[config.mk]
export PLATFORM = sky130hd
export DESIGN_NAME = or_input_debouncer
export DESIGN_NICKNAME = d
export VERILOG_FILES = /design/src/rtl/or_input_debouncer_pkg.sv /design/src/rtl/debounce_channel.sv /design/src/rtl/or_input_debouncer.sv
export SDC_FILE = /design/constraint.sdc
export NUM_CORES = 1
export LEC_CHECK = 0
export ABC_AREA = 1
export CAP_MARGIN = 20
export CORE_AREA = 2 2 45 47
export CTS_CLUSTER_SIZE = 10
export DETAILED_ROUTE_END_ITERATION = 7
export DIE_AREA = 0 0 47 49
export GPL_ROUTABILITY_DRIVEN = 0
export PLACE_DENSITY_LB_ADDON = 0.1
export SYNTH_ARGS = -nofsm -noshare
export SYNTH_HDL_FRONTEND = slang
export SYNTH_SLANG_ARGS = --single-unit
[constraint.sdc]
create_clock -name clk -period 1.05 [get_ports clk]
set_clock_uncertainty 0.15 [all_clocks]
set_input_delay 0.315 -clock clk [delete_from_list [all_inputs] [get_ports clk]]
set_output_delay 0.315 -clock clk [all_outputs]
set_load 0.05 [all_outputs]
[src/rtl/or_input_debouncer_pkg.sv]
// Shared types and constants for the OR-gate input debouncer.
// Edge pulses are built only with OR_INPUT_DEBOUNCER_EDGE_PULSE_EN.
package or_input_debouncer_pkg;

  localparam int DEFAULT_DEBOUNCE_CYCLES = 4;

  typedef enum logic [1:0] {
    STABLE_LO = 2'd0,
    COUNT_HI  = 2'd1,
    STABLE_HI = 2'd2,
    COUNT_LO  = 2'd3
  } deb_state_t;

endpackage

[src/rtl/debounce_channel.sv]
// One debounced line: 2-flop sync, stability counter FSM, edge pulses.
// Pulses are built only with OR_INPUT_DEBOUNCER_EDGE_PULSE_EN.
module debounce_channel
  import or_input_debouncer_pkg::*;
#(
  parameter int DEBOUNCE_CYCLES = DEFAULT_DEBOUNCE_CYCLES
) (
  input  logic clk,
  input  logic rst_n,
  input  logic raw,
  output logic clean,
  output logic busy,
  output logic rise,
  output logic fall
);

  localparam int CNT_W = $clog2(DEBOUNCE_CYCLES + 1);
  localparam logic [CNT_W-1:0] LAST = CNT_W'(DEBOUNCE_CYCLES - 1);
  localparam logic [CNT_W-1:0] ONE  = CNT_W'(1);

  logic             s1;
  logic             s2;
  deb_state_t       state;
  deb_state_t       state_n;
  logic [CNT_W-1:0] cnt;
  logic [CNT_W-1:0] cnt_n;
  logic             clean_n;

  always_ff @(posedge clk or negedge rst_n) begin
    if (!rst_n) begin
      s1 <= 1'b0;
      s2 <= 1'b0;
    end else begin
      s1 <= raw;
      s2 <= s1;
    end
  end

  always_ff @(posedge clk or negedge rst_n) begin
    if (!rst_n) begin
      state <= STABLE_LO;
      cnt   <= '0;
      clean <= 1'b0;
    end else begin
      state <= state_n;
      cnt   <= cnt_n;
      clean <= clean_n;
    end
  end

  always_comb begin
    state_n = state;
    cnt_n   = cnt;
    clean_n = clean;
    unique case (state)
      STABLE_LO: begin
        if (s2) begin
          if (DEBOUNCE_CYCLES == 1) begin
            state_n = STABLE_HI;
            clean_n = 1'b1;
          end else begin
            state_n = COUNT_HI;
            cnt_n   = ONE;
          end
        end
      end
      COUNT_HI: begin
        if (!s2) begin
          state_n = STABLE_LO;
          cnt_n   = '0;
        end else if (cnt == LAST) begin
          state_n = STABLE_HI;
          cnt_n   = '0;
          clean_n = 1'b1;
        end else begin
          cnt_n = cnt + ONE;
        end
      end
      STABLE_HI: begin
        if (!s2) begin
          if (DEBOUNCE_CYCLES == 1) begin
            state_n = STABLE_LO;
            clean_n = 1'b0;
          end else begin
            state_n = COUNT_LO;
            cnt_n   = ONE;
          end
        end
      end
      COUNT_LO: begin
        if (s2) begin
          state_n = STABLE_HI;
          cnt_n   = '0;
        end else if (cnt == LAST) begin
          state_n = STABLE_LO;
          cnt_n   = '0;
          clean_n = 1'b0;
        end else begin
          cnt_n = cnt + ONE;
        end
      end
    endcase
  end

  assign busy = (state == COUNT_HI) || (state == COUNT_LO);

`ifdef OR_INPUT_DEBOUNCER_EDGE_PULSE_EN
  // Pulse rises with the clean_out change and drops one edge later.
  always_ff @(posedge clk or negedge rst_n) begin
    if (!rst_n) begin
      rise <= 1'b0;
      fall <= 1'b0;
    end else begin
      rise <= clean_n & ~clean;
      fall <= ~clean_n & clean;
    end
  end
`else
  assign rise = 1'b0;
  assign fall = 1'b0;
`endif

endmodule

[src/rtl/or_input_debouncer.sv]
// Conditions the two raw lines feeding the OR gate's a/b inputs.
// Edge pulses are built only with OR_INPUT_DEBOUNCER_EDGE_PULSE_EN.
module or_input_debouncer
  import or_input_debouncer_pkg::*;
#(
  parameter int DEBOUNCE_CYCLES = DEFAULT_DEBOUNCE_CYCLES
) (
  input  logic       clk,
  input  logic       rst_n,
  input  logic [1:0] raw_in,
  output logic [1:0] clean_out,
  output logic [1:0] busy,
  output logic [1:0] rise_pulse,
  output logic [1:0] fall_pulse
);

  for (genvar i = 0; i < 2; i++) begin : g_ch
    debounce_channel #(
      .DEBOUNCE_CYCLES(DEBOUNCE_CYCLES)
    ) u_ch (
      .clk   (clk),
      .rst_n (rst_n),
      .raw   (raw_in[i]),
      .clean (clean_out[i]),
      .busy  (busy[i]),
      .rise  (rise_pulse[i]),
      .fall  (fall_pulse[i])
    );
  end

endmodule

# --- Word-level counts from Yosys, hierarchy flattened ---
# Cells that the tools add are included.
totals:
  reg_bits: 16
  elab_cells: 84
  input_bits: 4
  output_inout_bits: 8
op_classes:
  n_reduce_logical: 12
  add_sub_neg: 2
  n_mux: 36
  n_eq_ne: 24
op_table:
  columns: ["operator", "count"]
  rows:
  - ["$mux W3", 10]
  - ["$mux W2", 12]
  - ["$pmux W3 S4", 2]
  - ["$ne A2 B1 Y1 const B", 8]
  - ["$pmux W2 S4", 2]
  - ["$reduce_and A5 Y1", 2]
  - ["$eq A2 B2 Y1 const B", 4]
  - ["$mux W1", 8]
  - ["$ne A2 B2 Y1 const B", 4]
  - ["$reduce_and A4 Y1", 2]
  - ["$add A3 B1 Y3 const B", 2]
  - ["$eq A3 B2 Y1 const B", 2]
  - ["$ne A3 B1 Y1 const B", 2]
  - ["$ne A3 B3 Y1 const B", 2]
  - ["$eq A2 B1 Y1 const B", 2]
  - ["$logic_not A2 Y1", 2]
  - ["$pmux W1 S2", 2]
  - ["$reduce_and A2 Y1", 2]
  - ["$reduce_bool A2 Y1", 2]
  - ["$logic_or A1 B1 Y1", 2]

# --- Logic depth before layout (Yosys ltp) ---
# Gate-level depths: netlist (run 1).
depth:
  ltp_word: 4
  depth_mapped: 6
  ltp_nobuf: 6

# --- By module ---
# Synthesis (run 1) repeated with hierarchy kept, for this count alone.
hier_totals:
  hier_cells: 92
  area_unflattened_um2: 765.7
by_module_without_submodules:
  columns: ["module", "cells_per_inst", "n_inst", "seq_area_each_um2", "area_per_inst_um2"]
  rows:
  - ["debounce_channel", 46, 2, 200.2, 382.9]

# --- Least setup slack after synthesis (run 1) ---
# Ideal clock, no wire load.
synth_timing:
  path_kind: "register to output"
  from: "register g_ch[0].u_ch.state[0]"
  to: "output port busy[0]"
  arrival_ns: 0.710
  n_path_buf: 2
  required_ns: 0.585
  path_stages_with_launch: 3
  path_slack_ns: -0.125
  cell_sequence: "dfrtp_1 -> clkbuf_1 -> buf_4"
synth_between:
  elab_chain_len: 2
synth_lines:
  columns: ["item", "line_no", "rtl"]
  rows:
  - ["start, declared", "debounce_channel.sv:23", "deb_state_t state;"]
  - ["start signal, assigned", "debounce_channel.sv:45", "state <= state_n;"]
  - ["$eq A2 B1 Y1 or $eq A2 B2 Y1 (tied branches)", "debounce_channel.sv:105", "assign busy = (state == COUNT_HI) || (state == COUNT_LO);"]
  - ["$logic_or A1 B1 Y1 (*)", "debounce_channel.sv:105", null]
  - ["end, declared", "or_input_debouncer.sv:12", "output logic [1:0] busy,"]
# Every way passes the cells marked *; elsewhere a longest branch is shown, timed or not.

# --- Final worst setup path (run 1) ---
# Same ends and word-level chain as after synthesis.

==> results of run 1 <==
## where the power goes
part / switching, mW / internal, mW
clock: 0.206 / 0.211
combinational: 0.944 / 0.910
sequential: 0.202 / 0.803
## cells by family after synthesis
| logic type | synth area share |
|---|---|
| compound gates | 0.0250 |
| fa+ha+maj | 0.0313 |
| buf+inv | 0.155 |
| flops | 0.501 |
| other cells | 0.00469 |
| simple gates | 0.283 |
## cells in the mapped netlist (all sizes together)
library cell,count
o21ai,4
clkbuf,2
nand4,4
nand3,9
inv,14
dfrtp,16
nand2,30
nor2,7
buf,8
ha,2
conb,1
clkinv,1
## area by class of cell
class                   count  area share
flip-flops and latches     16       0.337
clock buffers               4      0.0305
repair buffers             25       0.226
multi-input cells          60       0.330
well taps                  27      0.0284
inverters                  15      0.0483
## layer usage
metal  vias to the layer above  part of all wire  wire, microns  global-route usage
li1                        339                 -              -                   -
met1                       312              0.45            719               0.219
met2                        16              0.50            795               0.237
met3                         4             0.031             50              0.0222
met4                         0             0.017             27              0.0694
met5                         -                 0              0                   0
## stage by stage
stage	std cells	worst slack [ps]	util	setup TNS [ps]	hold WS [ps]
after floorplan	101	-113	-	-322	-131
after global placement	134	-76.6	0.537	-554	184
after detailed placement	134	-88.7	0.537	-595	186
after CTS	143	-308	0.600	-1790	193
after global routing	147	-327	0.647	-2770	202
final	147	-301	0.647	-1940	193
## what timing repair did
action                                  4_1_cts  5_1_grt
pin swaps                                     6        8
buffers inserted                              5        4
endpoints found under the setup margin       16       16
gates resized for setup                      13       20
## cells in the final DEF (no fill, tap or decap)
cell,n
o21ai_1,3
buf_4,14
conb_1,4
buf_12,5
nand4_1,4
inv_1,6
nor2_4,3
ha_4,2
nor2_2,2
dfrtp_1,15
inv_2,8
clkbuf_4,3
nor2_1,2
nand2_1,18
nand2_4,2
nand3_2,3
clkbuf_8,1
nand3_1,5
clkinv_2,1
dfrtp_2,1
clkdlybuf4s50_1,3
buf_6,3
nand3_4,1
o21ai_2,1
nand2_2,10
## path summary, 6_finish.rpt
check                                           start               endpoint  slack, ps  cells past startpoint
worst min-delay path                            rst_n  g_ch[0].u_ch.state[0]        190                      2
worst max-delay path            g_ch[0].u_ch.state[0]                busy[0]       -300                      1
worst max register to register    g_ch[1].u_ch.cnt[2]               register       -120                      5
worst min register to register        g_ch[0].u_ch.s1        g_ch[0].u_ch.s2        210                      0
max in group asynchronous                       rst_n  g_ch[0].u_ch.state[0]        430                      2
min in group clk                      g_ch[0].u_ch.s1        g_ch[0].u_ch.s2        210                      0
==> impl_metrics.csv, run 1 <==
group,metric,value,unit
status,status,"finished, violations left",
status,violations,"setup timing",
synthesis,synth_area_leader_cell,"dfrtp_1",
floorplanning,die_w,47,microns
worst_setup_path,critPathRequiredTime,580,ps
timing,grt_setup_unrepaired,"yes",
worst_setup_path,critPathArrivalTime,890,ps
finish,fin_nets,127,
placed_design,dp_hpwl,943,microns
clock_network,postCtsHoldBufs,0,
synthesis,ys_warn_count,0,
clock_network,clk_latency,290,ps
finish,register_area,402,sq um
routing,drtAntennaViolNets,0,
synthesis,yosysSeqAreaShare,0.501,
worst_setup_path,crit_chain,"buf_12",
worst_setup_path,cp_max_fo,2,
timing,setup_viol,15,
routing,drt-wirelength-per-cell,10.8,microns
power,power_density,2750,nW/um^2
power,total_power,3.28,mW
clock_network,clockRootBuffer,"clkbuf_4",
grt,overflow,0,
power,ir_drop,1.34,mV
synthesis,synth-seq-cells,16,
routing,vias,671,
grt,grt_util_all_layers,0.157,
routing,drc_errors,0,
timing,hold_violations,0,
clock_network,clock-sinks,16,
finish,multiInputGateArea,393,sq um
timing,finalWorstSetupSlack,-301,ps
synthesis,syn_area_per_cell,8.16,sq um
finish,syn2layout_area_growth,49.0,%
placed_design,port_buffers,7,
floorplanning,core_region_area,1840,sq um
routing,routed_wl,1590,microns
synthesis,syn_area,800,sq um
routing,drt_first_pass_iters,4,
clock_network,clockBufferDepth,2,
floorplanning,io_pins,12,
power,leakage,0.577,nW
finish,nFillCells,163,
timing,drv_slew,0,
grt,grt_max_degree,17,
floorplanning,start_util,0.434,
worst_setup_path,critPathLaunchType,"register",
clock_network,cts_buffers,3,
timing,fin_crit_sh,1.29,
synthesis,synth_cell_type_count,18,
floorplanning,fp.dieArea,2300,sq um
worst_setup_path,end_kind,"output port",
clock_network,htreeDepth,1,
synthesis,yosys.area.top_type_share,0.501,
grt,grt_pass1_wl,2570,microns
worst_setup_path,critPathKind,"reg -> out",
synthesis,synth_area_leaders,"dfrtp_1 (50%), nand2_1 (14%), buf_4 (7.5%), inv_1 (6.1%), nand3_1 (5.0%)",
floorplanning,rows,16,
routing,vias_per_cell,4.56,
worst_setup_path,slowest_delay,440,ps
floorplanning,die_height,49,microns
grt,grt_pass1_vias,601,
worst_setup_path,crit_family,"flip-flops",
routing,drt_iter0_markers,4,
finish,antenna_cells,0,
finish,drive_above_1_share,0.500,
clock_network,clkSlewWorstSetupHoldPaths,100,ps
finish,fin_area,1190,sq um
worst_setup_path,critical_path_buf_inv_count,1,
synthesis,netlist_instances,98,
worst_hold_path,hold_path_class,"in -> async",
timing,fin_crit,1350,ps
run,drv_cap,0,
placed_design,placed_cell_area,988,sq um
timing,max_freq,740,MHz
clock_network,cts_tree,"yes",
grt,antenna_found_initial,0,
worst_setup_path,cp_slowest_cell,"dfrtp_2",
No activity file was read; power rests on OpenSTA's default activity.
==> run 2, diff against run 1 <==
--- a/config.mk
+++ b/config.mk
@@ -12,7 +12,9 @@
 export DETAILED_ROUTE_END_ITERATION = 7
 export DIE_AREA = 0 0 47 49
 export GPL_ROUTABILITY_DRIVEN = 0
+export HOLD_SLACK_MARGIN = 0.05
 export PLACE_DENSITY_LB_ADDON = 0.1
+export SETUP_SLACK_MARGIN = 0.15
 export SYNTH_ARGS = -nofsm -noshare
 export SYNTH_HDL_FRONTEND = slang
 export SYNTH_SLANG_ARGS = --single-unit
==> run 2 against run 1 <==
Net effect:
- the flow still finishes with violations (setup timing)
- cell count decreased by 1.4%
- sequential cell count stayed put
- power fell by 2.1%
- sequential power barely moved
- core utilization fell by 0.41 points
- die area unchanged
- critical path depth did not move
- via count shrank 2.8%
- critical path type unchanged
- highest routed layer unchanged
==> impl_metrics.csv, run 2 (same netlist as run 1, synthesis figures left out) <==
group,metric,value,unit
grt,overflow,0,
routing,drt_first_pass_iters,3,
finish,antenna_cells,0,
clock_network,htreeDepth,1,
timing,finalWorstSetupSlack,-295,ps
floorplanning,start_util,0.434,
worst_setup_path,crit_start,"g_ch[1].u_ch.clean",
finish,drive_above_1_share,0.492,
finish,syn2layout_area_growth,48.0,%
worst_setup_path,crit_family,"flip-flops",
worst_setup_path,cp_max_fo,2,
timing,grt_setup_unrepaired,"yes",
floorplanning,core_region_area,1840,sq um
floorplanning,io_pins,12,
run,drv_cap,0,
placed_design,port_buffers,7,
worst_setup_path,critical_path_buf_inv_count,1,
timing,fin_crit,1340,ps
worst_setup_path,critPathRequiredTime,580,ps
worst_setup_path,slowest_delay,430,ps
worst_setup_path,cp_slowest_cell,"dfrtp_1",
power,leakage,0.570,nW
grt,grt_max_degree,17,
routing,drt-wirelength-per-cell,9.89,microns
routing,vias_per_cell,4.50,
clock_network,cts_buffers,3,
worst_setup_path,critPathLaunchType,"register",
finish,fin_nets,125,
clock_network,clkSlewWorstSetupHoldPaths,90,ps
placed_design,dp_hpwl,1060,microns
timing,hold_violations,0,
clock_network,clk_latency,280,ps
grt,grt_pass1_wl,2460,microns
worst_setup_path,crit_chain,"buf_12",
power,ir_drop,1.44,mV
grt,grt_pass1_vias,602,
timing,setup_viol,15,
timing,max_freq,744,MHz
worst_setup_path,reg2reg_from,"g_ch[1].u_ch.state[0]",
timing,drv_slew,0,
status,violations,"setup timing",
power,power_density,2710,nW/um^2
clock_network,postCtsHoldBufs,0,
power,total_power,3.21,mW
timing,hold-worst-slack,200,ps
status,status,"finished, violations left",
routing,routed_wl,1430,microns
placed_design,placed_cell_area,1020,sq um
clock_network,clockRootBuffer,"clkbuf_4",
worst_setup_path,critPathArrivalTime,880,ps
routing,vias,652,
worst_setup_path,critPathKind,"reg -> out",
finish,fin_area,1180,sq um
finish,nFillCells,152,
routing,drtAntennaViolNets,0,
timing,fin_crit_sh,1.28,
worst_setup_path,ff2ff_path_depth,5,
worst_setup_path,rrSetupSlack,-140,ps
routing,drc_errors,0,
floorplanning,fp.dieArea,2300,sq um
clock_network,cts_tree,"yes",
finish,utilization,0.643,
worst_hold_path,hold_path_class,"in -> async",
clock_network,clockBufferDepth,2,
floorplanning,die_height,49,microns
placed_design,place_ws,-87.3,ps
finish,layout_common_cells,"nand2_1 (18), dfrtp_1 (14), nand2_2 (10), buf_4 (10)",
grt,grt_util_all_layers,0.146,
worst_setup_path,timing.rr.end,"g_ch[1].u_ch.cnt[2]",
worst_setup_path,critical_path_depth,1,
floorplanning,die_w,47,microns
grt,antenna_found_initial,0,
worst_setup_path,end_kind,"output port",
finish,mostFrequentLayoutCell,"nand2_1",
clock_network,clock-sinks,16,
routing,drt_iter0_markers,3,
worst_setup_path,crit_path_end,"clean_out[1]",
floorplanning,rows,16,
run 2: metrics by stage:
stage               instances  setup TNS [ps]
CTS                       142           -1720
global route              145           -2760
floorplan                 101            -239
detailed placement        136            -489
global placement          136            -292
finish                    145           -2070
run 2: worst min-delay path by stage:
| stage | slack, ps | from | to | cells after the start |
|---|---|---|---|---|
| finish | 200 | rst_n | async pin | 2 |
| global route | 190 | rst_n | async pin | 2 |
| CTS | 200 | rst_n | async pin | 2 |
| detailed placement | 190 | g_ch[0].u_ch.s1 | g_ch[0].u_ch.s2 | 0 |
| global placement | 190 | g_ch[0].u_ch.s1 | g_ch[0].u_ch.s2 | 0 |
| floorplan | -130 | rst_n | async pin | 0 |
run 2: metal layers:
layer	share of wire	track usage
met1	0.45	0.202
met2	0.50	0.219
met3	0.037	0.0444
met4	0.0098	0.0417
met5	0	0
run 2: cell type report:
class,instances,area (sq um),area share
flip-flops and latches,16,403,0.340
clock buffers,4,36.3,0.0307
inverters,15,58.8,0.0497
well taps,27,33.8,0.0285
repair buffers,23,262,0.221
multi-input cells,60,390,0.330
run 2: report_power, final:
part	switching (mW)	internal [mW]	total [mW]	leakage [nW]
logic	0.910	0.881	1.79	0.354
clock network	0.191	0.211	0.402	0.0210
registers	0.211	0.804	1.01	0.196
run 2: timing repair:
action                     CTS  global route
setup endpoints to repair   16            16
pin swaps                    5             8
hold endpoints to repair     0             0
buffers inserted             2             3
resized for setup           13            18
run 2: worst register-to-register path, cell delays in order (launching register included):
cell and delay, ps:
dfrtp_1 430, buf_6 130, buf_6 110, buf_6 120
nand4_1 70, nand3_1 70
==> run 3, diff against run 2 <==
--- a/config.mk
+++ b/config.mk
@@ -7,10 +7,10 @@
 export LEC_CHECK = 0
 export ABC_AREA = 1
 export CAP_MARGIN = 20
-export CORE_AREA = 2 2 45 47
+export CORE_AREA = 2 2 43 45
 export CTS_CLUSTER_SIZE = 10
 export DETAILED_ROUTE_END_ITERATION = 7
-export DIE_AREA = 0 0 47 49
+export DIE_AREA = 0 0 45 47
 export GPL_ROUTABILITY_DRIVEN = 0
 export HOLD_SLACK_MARGIN = 0.05
 export PLACE_DENSITY_LB_ADDON = 0.1
==> constraint.sdc (replaced) <==
create_clock -name clk -period 1.5 [get_ports clk]
set_clock_uncertainty 0.15 [all_clocks]
set_input_delay 0.45 -clock clk [delete_from_list [all_inputs] [get_ports clk]]
set_output_delay 0.45 -clock clk [all_outputs]
set_load 0.05 [all_outputs]
==> run 3 against run 2 <==
Net effect:
- the run now ends clean
- combinational power shrank 49%
- first-iteration DRC count grew to 5.7 times the previous value
- clock power decreased by 30%
- die area is 8.2% lower
- sequential cell count did not move
- wire length decreased by 15%
- critical endpoint is now busy[1]
==> impl_metrics.csv, run 3 (same netlist as run 1, synthesis figures left out) <==
group,metric,value,unit
status,status,"finished, final reports clean",
placed_design,place_ws,230,ps
placed_design,dp_hpwl,917,microns
power,clkPwrFrac,0.152,
grt,antenna_found_initial,0,
timing,fin_crit_sh,0.979,
power,total_power,1.87,mW
power,ir_drop,1.01,mV
finish,fin_nets,114,
worst_setup_path,crit_family,"flip-flops",
worst_setup_path,cp_slowest_cell,"dfrtp_2",
timing,max_freq,681,MHz
power,pwr-share-seq,0.363,
worst_setup_path,crit_chain,"buf_12",
run,drv_cap,0,
grt,grt_pass1_wl,2220,microns
routing,drt-wirelength-per-cell,9.89,microns
floorplanning,fp.dieArea,2120,sq um
placed_design,port_buffers,7,
power,comb_power_share,0.486,
grt,grt_max_degree,17,
grt,grt_util_all_layers,0.150,
worst_hold_path,hold_path_class,"reg -> reg",
power,p_int,1.11,mW
floorplanning,core_region_area,1650,sq um
timing,fin_crit,1470,ps
worst_setup_path,critPathLaunchType,"register",
routing,drt_first_pass_iters,4,
power,power_density,1960,nW/um^2
finish,mostFrequentLayoutCell,"nand2_1",
clock_network,clkSlewWorstSetupHoldPaths,90,ps
clock_network,cts_tree,"yes",
finish,antenna_cells,0,
worst_setup_path,critPathArrivalTime,870,ps
floorplanning,die_height,47,microns
worst_setup_path,critPathRequiredTime,900,ps
routing,drc_errors,0,
power,switching_power,0.761,mW
clock_network,clock-sinks,16,
routing,drt_iter0_markers,17,
clock_network,clockRootBuffer,"clkbuf_4",
timing,finalWorstSetupSlack,30.8,ps
floorplanning,io_pins,12,
finish,layout_common_cells,"nand2_1 (28), dfrtp_1 (14), inv_1 (13)",
routing,routed_wl,1230,microns
routing,vias,613,
worst_setup_path,critical_path_buf_inv_count,1,
timing,grt_setup_unrepaired,"yes",
finish,nFillCells,158,
routing,vias_per_cell,4.94,
grt,overflow,0,
power,swShare,0.408,
floorplanning,start_util,0.484,
routing,drtAntennaViolNets,0,
grt,grt_pass1_vias,543,
clock_network,cts_buffers,3,
worst_setup_path,critPathKind,"reg -> out",
clock_network,postCtsHoldBufs,0,
clock_network,htreeDepth,1,
power,leakage,0.501,nW
worst_setup_path,slowest_delay,440,ps
floorplanning,die_w,45,microns
timing,tns,0,ps
clock_network,clockBufferDepth,2,
finish,drive_above_1_share,0.196,
finish,syn2layout_area_growth,19.2,%
clock_network,clk_latency,280,ps
floorplanning,rows,15,
worst_setup_path,cp_max_fo,2,
timing,hold_violations,0,
timing,setup_viol,0,
timing,drv_slew,0,
worst_setup_path,end_kind,"output port",
-- run 3: cell types whose count changed in the layout (fill, tap and decap cells not counted), sizes merged --
cell,change
inv,-1
buf,-11
clkinv,+1
-- run 3: layout make-up --
class | count | area (sq um) | share of cell area
Timing Repair Buffer | 12 | 148 | 0.155
Multi-Input combinational cell | 60 | 289 | 0.303
Sequential cell | 16 | 403 | 0.423
Clock buffer | 4 | 36.3 | 0.0381
Tap cell | 17 | 21.3 | 0.0223
Inverter | 15 | 56.3 | 0.0591
-- run 3: what timing repair did --
action | in CTS | in global routing
cloned | 0 | 0
resized for setup | 2 | 1
setup buffers | 2 | 2
setup endpoints to repair | 4 | 5
-- run 3: path summary, 6_finish.rpt --
check / slack, ps / end / cells past startpoint / from
worst max-delay path: 30 / busy[1] / 1 / g_ch[1].u_ch.state[0]
worst min-delay path: 210 / g_ch[0].u_ch.s2 / 0 / g_ch[0].u_ch.s1
worst max register to register: 280 / register / 5 / g_ch[1].u_ch.cnt[0]
worst min register to register: 210 / g_ch[0].u_ch.s2 / 0 / g_ch[0].u_ch.s1
max in group asynchronous: 670 / g_ch[1].u_ch.state[0] / 2 / rst_n
min in group asynchronous: 330 / g_ch[0].u_ch.clean / 2 / rst_n
-- run 3: per-layer routing --
layer | up-vias | track usage | routed length (microns)
met5 | - | 0 | 0
met4 | 0 | 0.0941 | 12
met3 | 2 | 0.0385 | 46
met2 | 14 | 0.217 | 557
met1 | 289 | 0.201 | 609
li1 | 308 | - | -
-- run 3: power by group through the flow --
stage / logic [mW] / registers, mW / clock network [mW]
6_report: 0.907 / 0.677 / 0.283
5_1_grt: 1.01 / 0.700 / 0.310
4_1_cts: 0.872 / 0.679 / 0.296
3_5_place_dp: 0.793 / 0.720 / 0
3_3_place_gp: 0.783 / 0.714 / 0
2_1_floorplan: 0.609 / 0.663 / 0
-- run 3: metrics by stage --
step                      instance area (sq um)  std cells  hold WS (ps)  utilization
final                                       953        124           208        0.577
after global placement                      882        116           183        0.534
after floorplan                             811        101          4.41            -
after detailed placement                    882        116           189        0.534
after CTS                                   936        122           212        0.567
after global routing                        953        124           225        0.577
